`src/rtl/chunk_mofs_sink.sv`:
```
// chunk_mofs_sink
//   Receiving end of the per-configuration memory-offset stream. Each
//   accepted non-skip beat is turned into a linear word address
//   base[id] + sum(mofs[d] * pitch[id][d]) (modulo 2^WBW) through a
//   two-stage pipeline. Skipped beats are consumed without producing output.
//   The block also checks id ordering within a group and counts the
//   groups that complete.
//
// Ports
//   i_clk, i_rst        clock, asynchronous active-low reset
//   i_mofs_rdy/_ack     input beat handshake (ack is combinational)
//   i_mofs, i_id,       offset vector, configuration id, skip flag
//   i_skip
//   i_beg, i_end        group id range [beg, end), quasi-static
//   i_base, i_pitch     per-config base address and per-dimension pitch
//   o_addr_rdy/_ack     output beat handshake (rdy is registered)
//   o_addr, o_id,       linear address, its id, last-of-group marker
//   o_last
//   o_ngrp              wrapping count of completed groups
//   o_err               sticky id-order error
module chunk_mofs_sink #(
   parameter  int WBW     = 16,
   parameter  int DIM     = 6,
   parameter  int N_ICFG  = 5,
   localparam int ICFG_BW = $clog2(N_ICFG + 1)
) (
   input  logic                                 i_clk,
   input  logic                                 i_rst,
   input  logic                                 i_mofs_rdy,
   output logic                                 i_mofs_ack,
   input  logic [DIM-1:0][WBW-1:0]              i_mofs,
   input  logic [ICFG_BW-1:0]                   i_id,
   input  logic                                 i_skip,
   input  logic [ICFG_BW-1:0]                   i_beg,
   input  logic [ICFG_BW-1:0]                   i_end,
   input  logic [N_ICFG-1:0][WBW-1:0]           i_base,
   input  logic [N_ICFG-1:0][DIM-1:0][WBW-1:0]  i_pitch,
   output logic                                 o_addr_rdy,
   input  logic                                 o_addr_ack,
   output logic [WBW-1:0]                       o_addr,
   output logic [ICFG_BW-1:0]                   o_id,
   output logic                                 o_last,
   output logic [WBW-1:0]                       o_ngrp,
   output logic                                 o_err
);

   // Product truncated to the address width; the full-width product is
   // formed first so the low bits are exact.
   function automatic logic [WBW-1:0] mul_trunc(input logic [WBW-1:0] a,
                                                input logic [WBW-1:0] b);
      logic [2*WBW-1:0] full;
      full = a * b;
      return full[WBW-1:0];
   endfunction

   // Modular address sum of the base and every per-dimension product.
   function automatic logic [WBW-1:0] addr_sum(input logic [WBW-1:0]          base,
                                               input logic [DIM-1:0][WBW-1:0] prod);
      logic [WBW-1:0] acc;
      acc = base;
      for (int d = 0; d < DIM; d++) begin
         acc = acc + prod[d];
      end
      return acc;
   endfunction

   // Pipeline control
   logic vld_p1_q, vld_p2_q;
   logic s1_can_load, s2_can_load;
   logic accept, load_p1;

   // Stage-1 data
   logic [DIM-1:0][WBW-1:0] prod_p1_d, prod_p1_q;
   logic [WBW-1:0]          base_p1_q;
   logic [ICFG_BW-1:0]      id_p1_q;
   logic                    last_p1_q;

   // Stage-2 (output) data
   logic [WBW-1:0]          addr_p2_q;
   logic [ICFG_BW-1:0]      id_p2_q;
   logic                    last_p2_q;

   // Id tracker and group counter
   logic                    open_q, open_d;
   logic [ICFG_BW-1:0]      exp_q, exp_d;
   logic [WBW-1:0]          ngrp_q, ngrp_d;
   logic                    err_q, err_d;
   logic [ICFG_BW-1:0]      id_inc;
   logic [ICFG_BW-1:0]      exp_id;
   logic                    in_last;

   assign s2_can_load = !vld_p2_q || o_addr_ack;
   assign s1_can_load = !vld_p1_q || s2_can_load;

   // Skip beats never enter the pipeline, so they are taken regardless of stall.
   assign accept     = i_mofs_rdy && (i_skip || s1_can_load);
   assign load_p1    = accept && !i_skip;
   assign i_mofs_ack = accept;

   assign id_inc  = i_id + ICFG_BW'(1);
   assign in_last = (id_inc == i_end);
   assign exp_id  = open_q ? exp_q : i_beg;

   always_comb begin
      prod_p1_d = '0;
      for (int d = 0; d < DIM; d++) begin
         prod_p1_d[d] = mul_trunc(i_mofs[d], i_pitch[i_id][d]);
      end
   end

   always_comb begin
      open_d = open_q;
      exp_d  = exp_q;
      ngrp_d = ngrp_q;
      err_d  = err_q;
      if (accept) begin
         if (i_id != exp_id) begin
            err_d = 1'b1;
         end
         exp_d  = id_inc;
         open_d = !in_last;
         if (in_last) begin
            ngrp_d = ngrp_q + WBW'(1);
         end
      end
   end

   always_ff @(posedge i_clk or negedge i_rst) begin
      if (!i_rst) begin
         open_q <= 1'b0;
         exp_q  <= '0;
         ngrp_q <= '0;
         err_q  <= 1'b0;
      end else begin
         open_q <= open_d;
         exp_q  <= exp_d;
         ngrp_q <= ngrp_d;
         err_q  <= err_d;
      end
   end

   // ---- Stage 1: per-dimension products and base lookup ----
   always_ff @(posedge i_clk or negedge i_rst) begin
      if (!i_rst) begin
         vld_p1_q <= 1'b0;
      end else if (load_p1) begin
         vld_p1_q <= 1'b1;
      end else if (s2_can_load) begin
         vld_p1_q <= 1'b0;
      end
   end

   always_ff @(posedge i_clk) begin
      if (load_p1) begin
         prod_p1_q <= prod_p1_d;
         base_p1_q <= i_base[i_id];
         id_p1_q   <= i_id;
         last_p1_q <= in_last;
      end
   end

   // ---- Stage 2: address sum into the output register ----
   always_ff @(posedge i_clk or negedge i_rst) begin
      if (!i_rst) begin
         vld_p2_q  <= 1'b0;
         addr_p2_q <= '0;
         id_p2_q   <= '0;
         last_p2_q <= 1'b0;
      end else if (s2_can_load) begin
         vld_p2_q <= vld_p1_q;
         if (vld_p1_q) begin
            addr_p2_q <= addr_sum(base_p1_q, prod_p1_q);
            id_p2_q   <= id_p1_q;
            last_p2_q <= last_p1_q;
         end
      end
   end

   assign o_addr_rdy = vld_p2_q;
   assign o_addr     = addr_p2_q;
   assign o_id       = id_p2_q;
   assign o_last     = last_p2_q;
   assign o_ngrp     = ngrp_q;
   assign o_err      = err_q;

endmodule

```
`config.mk`:
```
export PLATFORM = sky130hd
export DESIGN_NAME = chunk_mofs_sink
export DESIGN_NICKNAME = d
export VERILOG_FILES = /design/src/rtl/chunk_mofs_sink.sv
export SDC_FILE = /design/constraint.sdc
export NUM_CORES = 2
export LEC_CHECK = 0
export CORE_AREA = 2 2 273 275
export DETAILED_ROUTE_END_ITERATION = 8
export DIE_AREA = 0 0 275 277
export PLACE_DENSITY = 0.81
export SLEW_MARGIN = 0
export SYNTH_ARGS = -nofsm -noshare
export SYNTH_HDL_FRONTEND = slang
export SYNTH_SLANG_ARGS = --single-unit
```
`constraint.sdc`:
```
create_clock -name i_clk -period 18.1 [get_ports i_clk]
set_clock_uncertainty 0.15 [all_clocks]
set_input_delay 1.81 -clock i_clk [delete_from_list [all_inputs] [get_ports i_clk]]
set_output_delay 1.81 -clock i_clk [all_outputs]
set_load 0.01 [all_outputs]
```
# After elaboration in Yosys (flattened, before gate mapping)
# Index checks and enable logic that the tools add are counted.
# classes
div_mod_pow	0
eq_ne	2
mul	6
bitwise_logic	0
addsub	8
n_reduce_logical	13
mux	7
magnitude_cmp	1
n_shift	0
# ops
operator	count
binary-select mux 96 bit (select 3 bit)	1
adder 16 bit	6
multiplier 16 x 16 -> 16 bit	6
2-to-1 mux 96 bit	1
binary-select mux 16 bit (select 3 bit)	1
adder 16 x 1 -> 16 bit (second input constant)	1
2-to-1 mux 16 bit	1
AND reduction 2 bit	3
zero test 1 bit	4
less-than comparator 3 x 4 -> 1 bit (second input constant)	1
adder 3 x 1 -> 3 bit (second input constant)	1
== test 3 bit	1
logical OR 1 bit	3
2-to-1 mux 3 bit	1
inequality test 3 bit	1
logical AND 1 bit	2
2-to-1 mux 1 bit	2
nonzero test 2 bit	1
# word_totals
output_inout_bits	39
n_memories	0
mem_bits_rw	0
elab_cells	55
rom_bits	0
latch_bits	0
inputBits	670
regBits	159

# Longest topological paths before layout
# logic_depth
word_depth	7
depth_mapped	30
mapped_depth_nobuf	23

# Worst setup path before layout
# OpenSTA, ideal clock, no wires.
# synth_timing
path_kind	input port to flip-flop
start	input port i_id[2]
end	register prod_p1_q[63] in the netlist's numbering, data pin
path_stages	26
setup_time_ns	0.265
setup_slack_ns	9.342
n_path_buf	8
arrival_time_ns	8.343
t_required_ns	17.685
path_cell_list	buf_6 buf_8 buf_6 buf_6 buf_6 buf_4 clkbuf_1 o21ai_0 clkbuf_1 nand2_1 fa_1 fa_1 inv_1 fa_1 fa_1 inv_1 fa_1 fa_1 xnor2_1 xnor3_1 xnor3_1 xnor2_1 xnor3_1 xnor3_1 xnor3_1 xor2_1
# synth_lines
item	line_no	text
start, declared	32	input logic [ICFG_BW-1:0] i_id,
end signal, assigned	155	prod_p1_q <= prod_p1_d;
end, declared	73	logic [DIM-1:0][WBW-1:0] prod_p1_d, prod_p1_q;

==> metrics.csv <==
metric,value,unit
run_status,completed,
design.die.area,76200,sq um
synth.avg_cell_area,9.34,sq um
grt_max_degree,137,
max-vdd-ir-drop,0.382,mV
type_of_the_most_critical_hold_path,reg -> reg,
chipHeight,277,um
syn2layout_area_growth,22.9,%
initial_utilization,0.495,
setup.worst_path.start_class,input port,
total_vias_in_the_final_route,30700,
hold_slack,0.317,ns
globalRouteOverflowTotal,0,
worst_slew_pin_slew,1.21,ns
timing.final.setup_violations,0,
power.static_leakage,20.9,nW
drt-initial-drc-count,2481,
drv.max_cap_violation_count,0,
cellPowerDensity,182,nW/um^2
netlist_area_before_placement,36400,sq um
worstRegToRegCells,16,
fin_crit_sh,0.556,
timing.fmax,0.0993,GHz
grt_util_all_layers,0.363,
clkLatencyLatePin,0.46,ns
synthCells,3904,
tritoncts,built,
synth_flop_cell,sky130_fd_sc_hd__edfxtp_1,
ctsLongestPathBuffers,2,
core.rowCount,100,
drive_gt1_frac,0.0369,
mostFrequentLayoutCell,sky130_fd_sc_hd__inv_1,
postCtsSetupBuffers,0,
grt_pass1_wl,202000,um
clockRootBuffer,sky130_fd_sc_hd__clkbuf_16,
design.core.area,73600,sq um
timing_worst_setup_path_type,in -> reg,
endpoint_kind,flop,
cts.sink_count,159,
place_congestion,1.01,
num-nets-final,6045,
initial_antenna_violation_count,51,
ant_nets,0,
drv_slew,0,
numCtsBuffers,17,
holdPathStages,1,
postSynthRegisterBits,159,
h-tree-depth,4,
cp_max_fo,58,
number_of_global_route_vias_before_repair,32500,
final_core_utilization,0.609,
wl,137000,um
ys_warns,0,
detailedPlacementHpwl,115000,um
timing.max_slew.rel_slack,0.187,
die_width,275,um
grt_setup_unrepaired,false,
mostFrequentLayoutCells,"sky130_fd_sc_hd__inv_1 (799), sky130_fd_sc_hd__clkdlybuf4s50_1 (704), sky130_fd_sc_hd__fa_1 (552), sky130_fd_sc_hd__nand2_1 (419), sky130_fd_sc_hd__and2_1 (331)",
synth-seq-area-share,0.125,
required,18.15,ns
drt_pass1_iterations,6,
design.portCount,709,
drt-vias-per-instance,5.55,
period_minus_slack,10.07,ns
setup_total_negative_slack,0,ns
cts_hold_repair.buffers,0,
port_buffers,708,
mappedNetlistNets,5439,
cts.repair.resized,0,
remaining_drc_errors,0,
number_of_enable_type_register_cells_in_the_synthesized_netlist,116,
synth_async_sr_flop_share,0.270,
critical_path_arrival,10.12,ns
fill_cell_count,6302,
timing_hold_violations_final,0,
yosysUniqueCellTypes,73,
routed_wire_length_per_instance,24.8,um
worst_setup_hold_path_clk_slew,0.07,ns
[per-stage QoR]
stage	worst slack, ns	area [sq um]	power, mW	instances
finish	8.03	44800	8.14	5522
global placement	7.73	44200	7.51	5460
CTS	8.10	44700	8.13	5491
floorplan	9.34	36400	5.82	3904
detailed placement	7.59	44200	7.72	5460
global route	7.70	44800	9.02	5515
[area by class of cell]
| cell class | count | area (sq um) | area share |
|---|---|---|---|
| Antenna cell | 31 | 77.6 | 0.00173 |
| Clock inverter | 14 | 125 | 0.00279 |
| Inverter | 801 | 3010 | 0.0671 |
| Clock buffer | 17 | 425 | 0.00949 |
| Multi-Input combinational cell | 2784 | 28000 | 0.625 |
| Sequential cell | 159 | 4560 | 0.102 |
| Timing Repair Buffer | 747 | 7400 | 0.165 |
| Tap cell | 969 | 1210 | 0.0271 |
[critical path, stage by stage]
cell and delay [ns]:
sky130_fd_sc_hd__clkbuf_8 0.47, sky130_fd_sc_hd__buf_4 0.67, sky130_fd_sc_hd__nor2b_4 0.26, sky130_fd_sc_hd__buf_4 0.66, sky130_fd_sc_hd__a22oi_1 0.20, sky130_fd_sc_hd__o22ai_1 0.66, sky130_fd_sc_hd__and2_1 0.26, sky130_fd_sc_hd__fa_1 0.39
sky130_fd_sc_hd__inv_1 0.08, sky130_fd_sc_hd__fa_1 0.43, sky130_fd_sc_hd__fa_1 0.51, sky130_fd_sc_hd__fa_1 0.59, sky130_fd_sc_hd__fa_1 0.44, sky130_fd_sc_hd__fa_1 0.39, sky130_fd_sc_hd__xnor2_1 0.19, sky130_fd_sc_hd__xnor3_1 0.26
sky130_fd_sc_hd__xnor3_1 0.38, sky130_fd_sc_hd__xnor2_1 0.20, sky130_fd_sc_hd__xnor3_1 0.23, sky130_fd_sc_hd__xnor3_1 0.36, sky130_fd_sc_hd__xnor3_1 0.39, sky130_fd_sc_hd__xor2_1 0.17
[cell usage after synthesis (16+ instances only)]
| library cell | instances | area share |
|---|---|---|
| sky130_fd_sc_hd__xnor3_1 | 24 | 0.015 |
| sky130_fd_sc_hd__nand2_1 | 419 | 0.043 |
| sky130_fd_sc_hd__ha_1 | 313 | 0.11 |
| sky130_fd_sc_hd__xnor2_1 | 177 | 0.043 |
| sky130_fd_sc_hd__buf_6 | 16 | 0.0049 |
| sky130_fd_sc_hd__o21bai_1 | 21 | 0.0043 |
| sky130_fd_sc_hd__xor2_1 | 55 | 0.013 |
| sky130_fd_sc_hd__inv_1 | 799 | 0.082 |
| sky130_fd_sc_hd__and2_1 | 331 | 0.057 |
| sky130_fd_sc_hd__dfrtp_1 | 43 | 0.030 |
| sky130_fd_sc_hd__a21oi_1 | 102 | 0.014 |
| sky130_fd_sc_hd__fa_1 | 552 | 0.30 |
| sky130_fd_sc_hd__o22ai_1 | 37 | 0.0064 |
| sky130_fd_sc_hd__o21a_1 | 22 | 0.0045 |
| sky130_fd_sc_hd__nand2b_1 | 18 | 0.0031 |
| sky130_fd_sc_hd__nor2_1 | 87 | 0.0090 |
| sky130_fd_sc_hd__nand3_1 | 26 | 0.0036 |
| sky130_fd_sc_hd__a21o_1 | 45 | 0.0093 |
| sky130_fd_sc_hd__buf_2 | 27 | 0.0037 |
| sky130_fd_sc_hd__clkbuf_1 | 84 | 0.0087 |
| sky130_fd_sc_hd__mux2_2 | 39 | 0.012 |
| sky130_fd_sc_hd__nor2b_1 | 76 | 0.013 |
| sky130_fd_sc_hd__o21ai_0 | 56 | 0.0077 |
| sky130_fd_sc_hd__mux2i_1 | 151 | 0.041 |
| sky130_fd_sc_hd__edfxtp_1 | 116 | 0.096 |
[final timing paths]
| check | slack [ns] | to | start |
|---|---|---|---|
| worst max-delay path | 8.03 | prod_p1_q[63] | i_id[0] |
| worst min-delay path | 0.32 | o_err | o_err |
| worst max register to register | 13.09 | o_addr[13] | prod_p1_q[65] |
| worst min register to register | 0.32 | o_err | o_err |
| max in group asynchronous | 15.71 | o_addr[1] | i_rst |
| min in group asynchronous | 1.38 | vld_p1_q | i_rst |
[power breakdown]
group          leakage, nW  total, mW  switching, mW  internal (mW)
Combinational         19.0       7.00           3.87           3.14
Sequential            1.63      0.787          0.101          0.686
Clock                0.273      0.352          0.171          0.181
Total                 20.9       8.14           4.14           4.00
[flip-flops by register name, indices dropped and copies added (netlist names)]
signal      cells
o_err           1
o_addr         16
last_p1_q       1
o_ngrp         16
open_q          1
o_id            3
o_addr_rdy      1
vld_p1_q        1
id_p1_q         3
prod_p1_q      96
exp_q           3
base_p1_q      16
o_last          1
[kinds of logic after synthesis]
kind of cell    Yosys count  share of synthesized area
compound gates          421                     0.0793
xor+xnor                258                     0.0715
mux                     214                     0.0643
flops                   159                      0.125
buf+inv                 961                      0.107
fa+ha+maj               865                      0.411
simple gates           1026                      0.142
[routing by layer]
metal | vias up | GRT usage | routed length (um) | part of all wire
met1 | 15100 | 0.442 | 49500 | 0.36
met4 | 24 | 0.212 | 8800 | 0.064
met3 | 338 | 0.108 | 16200 | 0.12
li1 | 13500 | - | - | -
met5 | - | 0 | 156 | 0.0011
met2 | 1701 | 0.571 | 62200 | 0.45
Note: power is estimated with default switching activity, not from simulation.
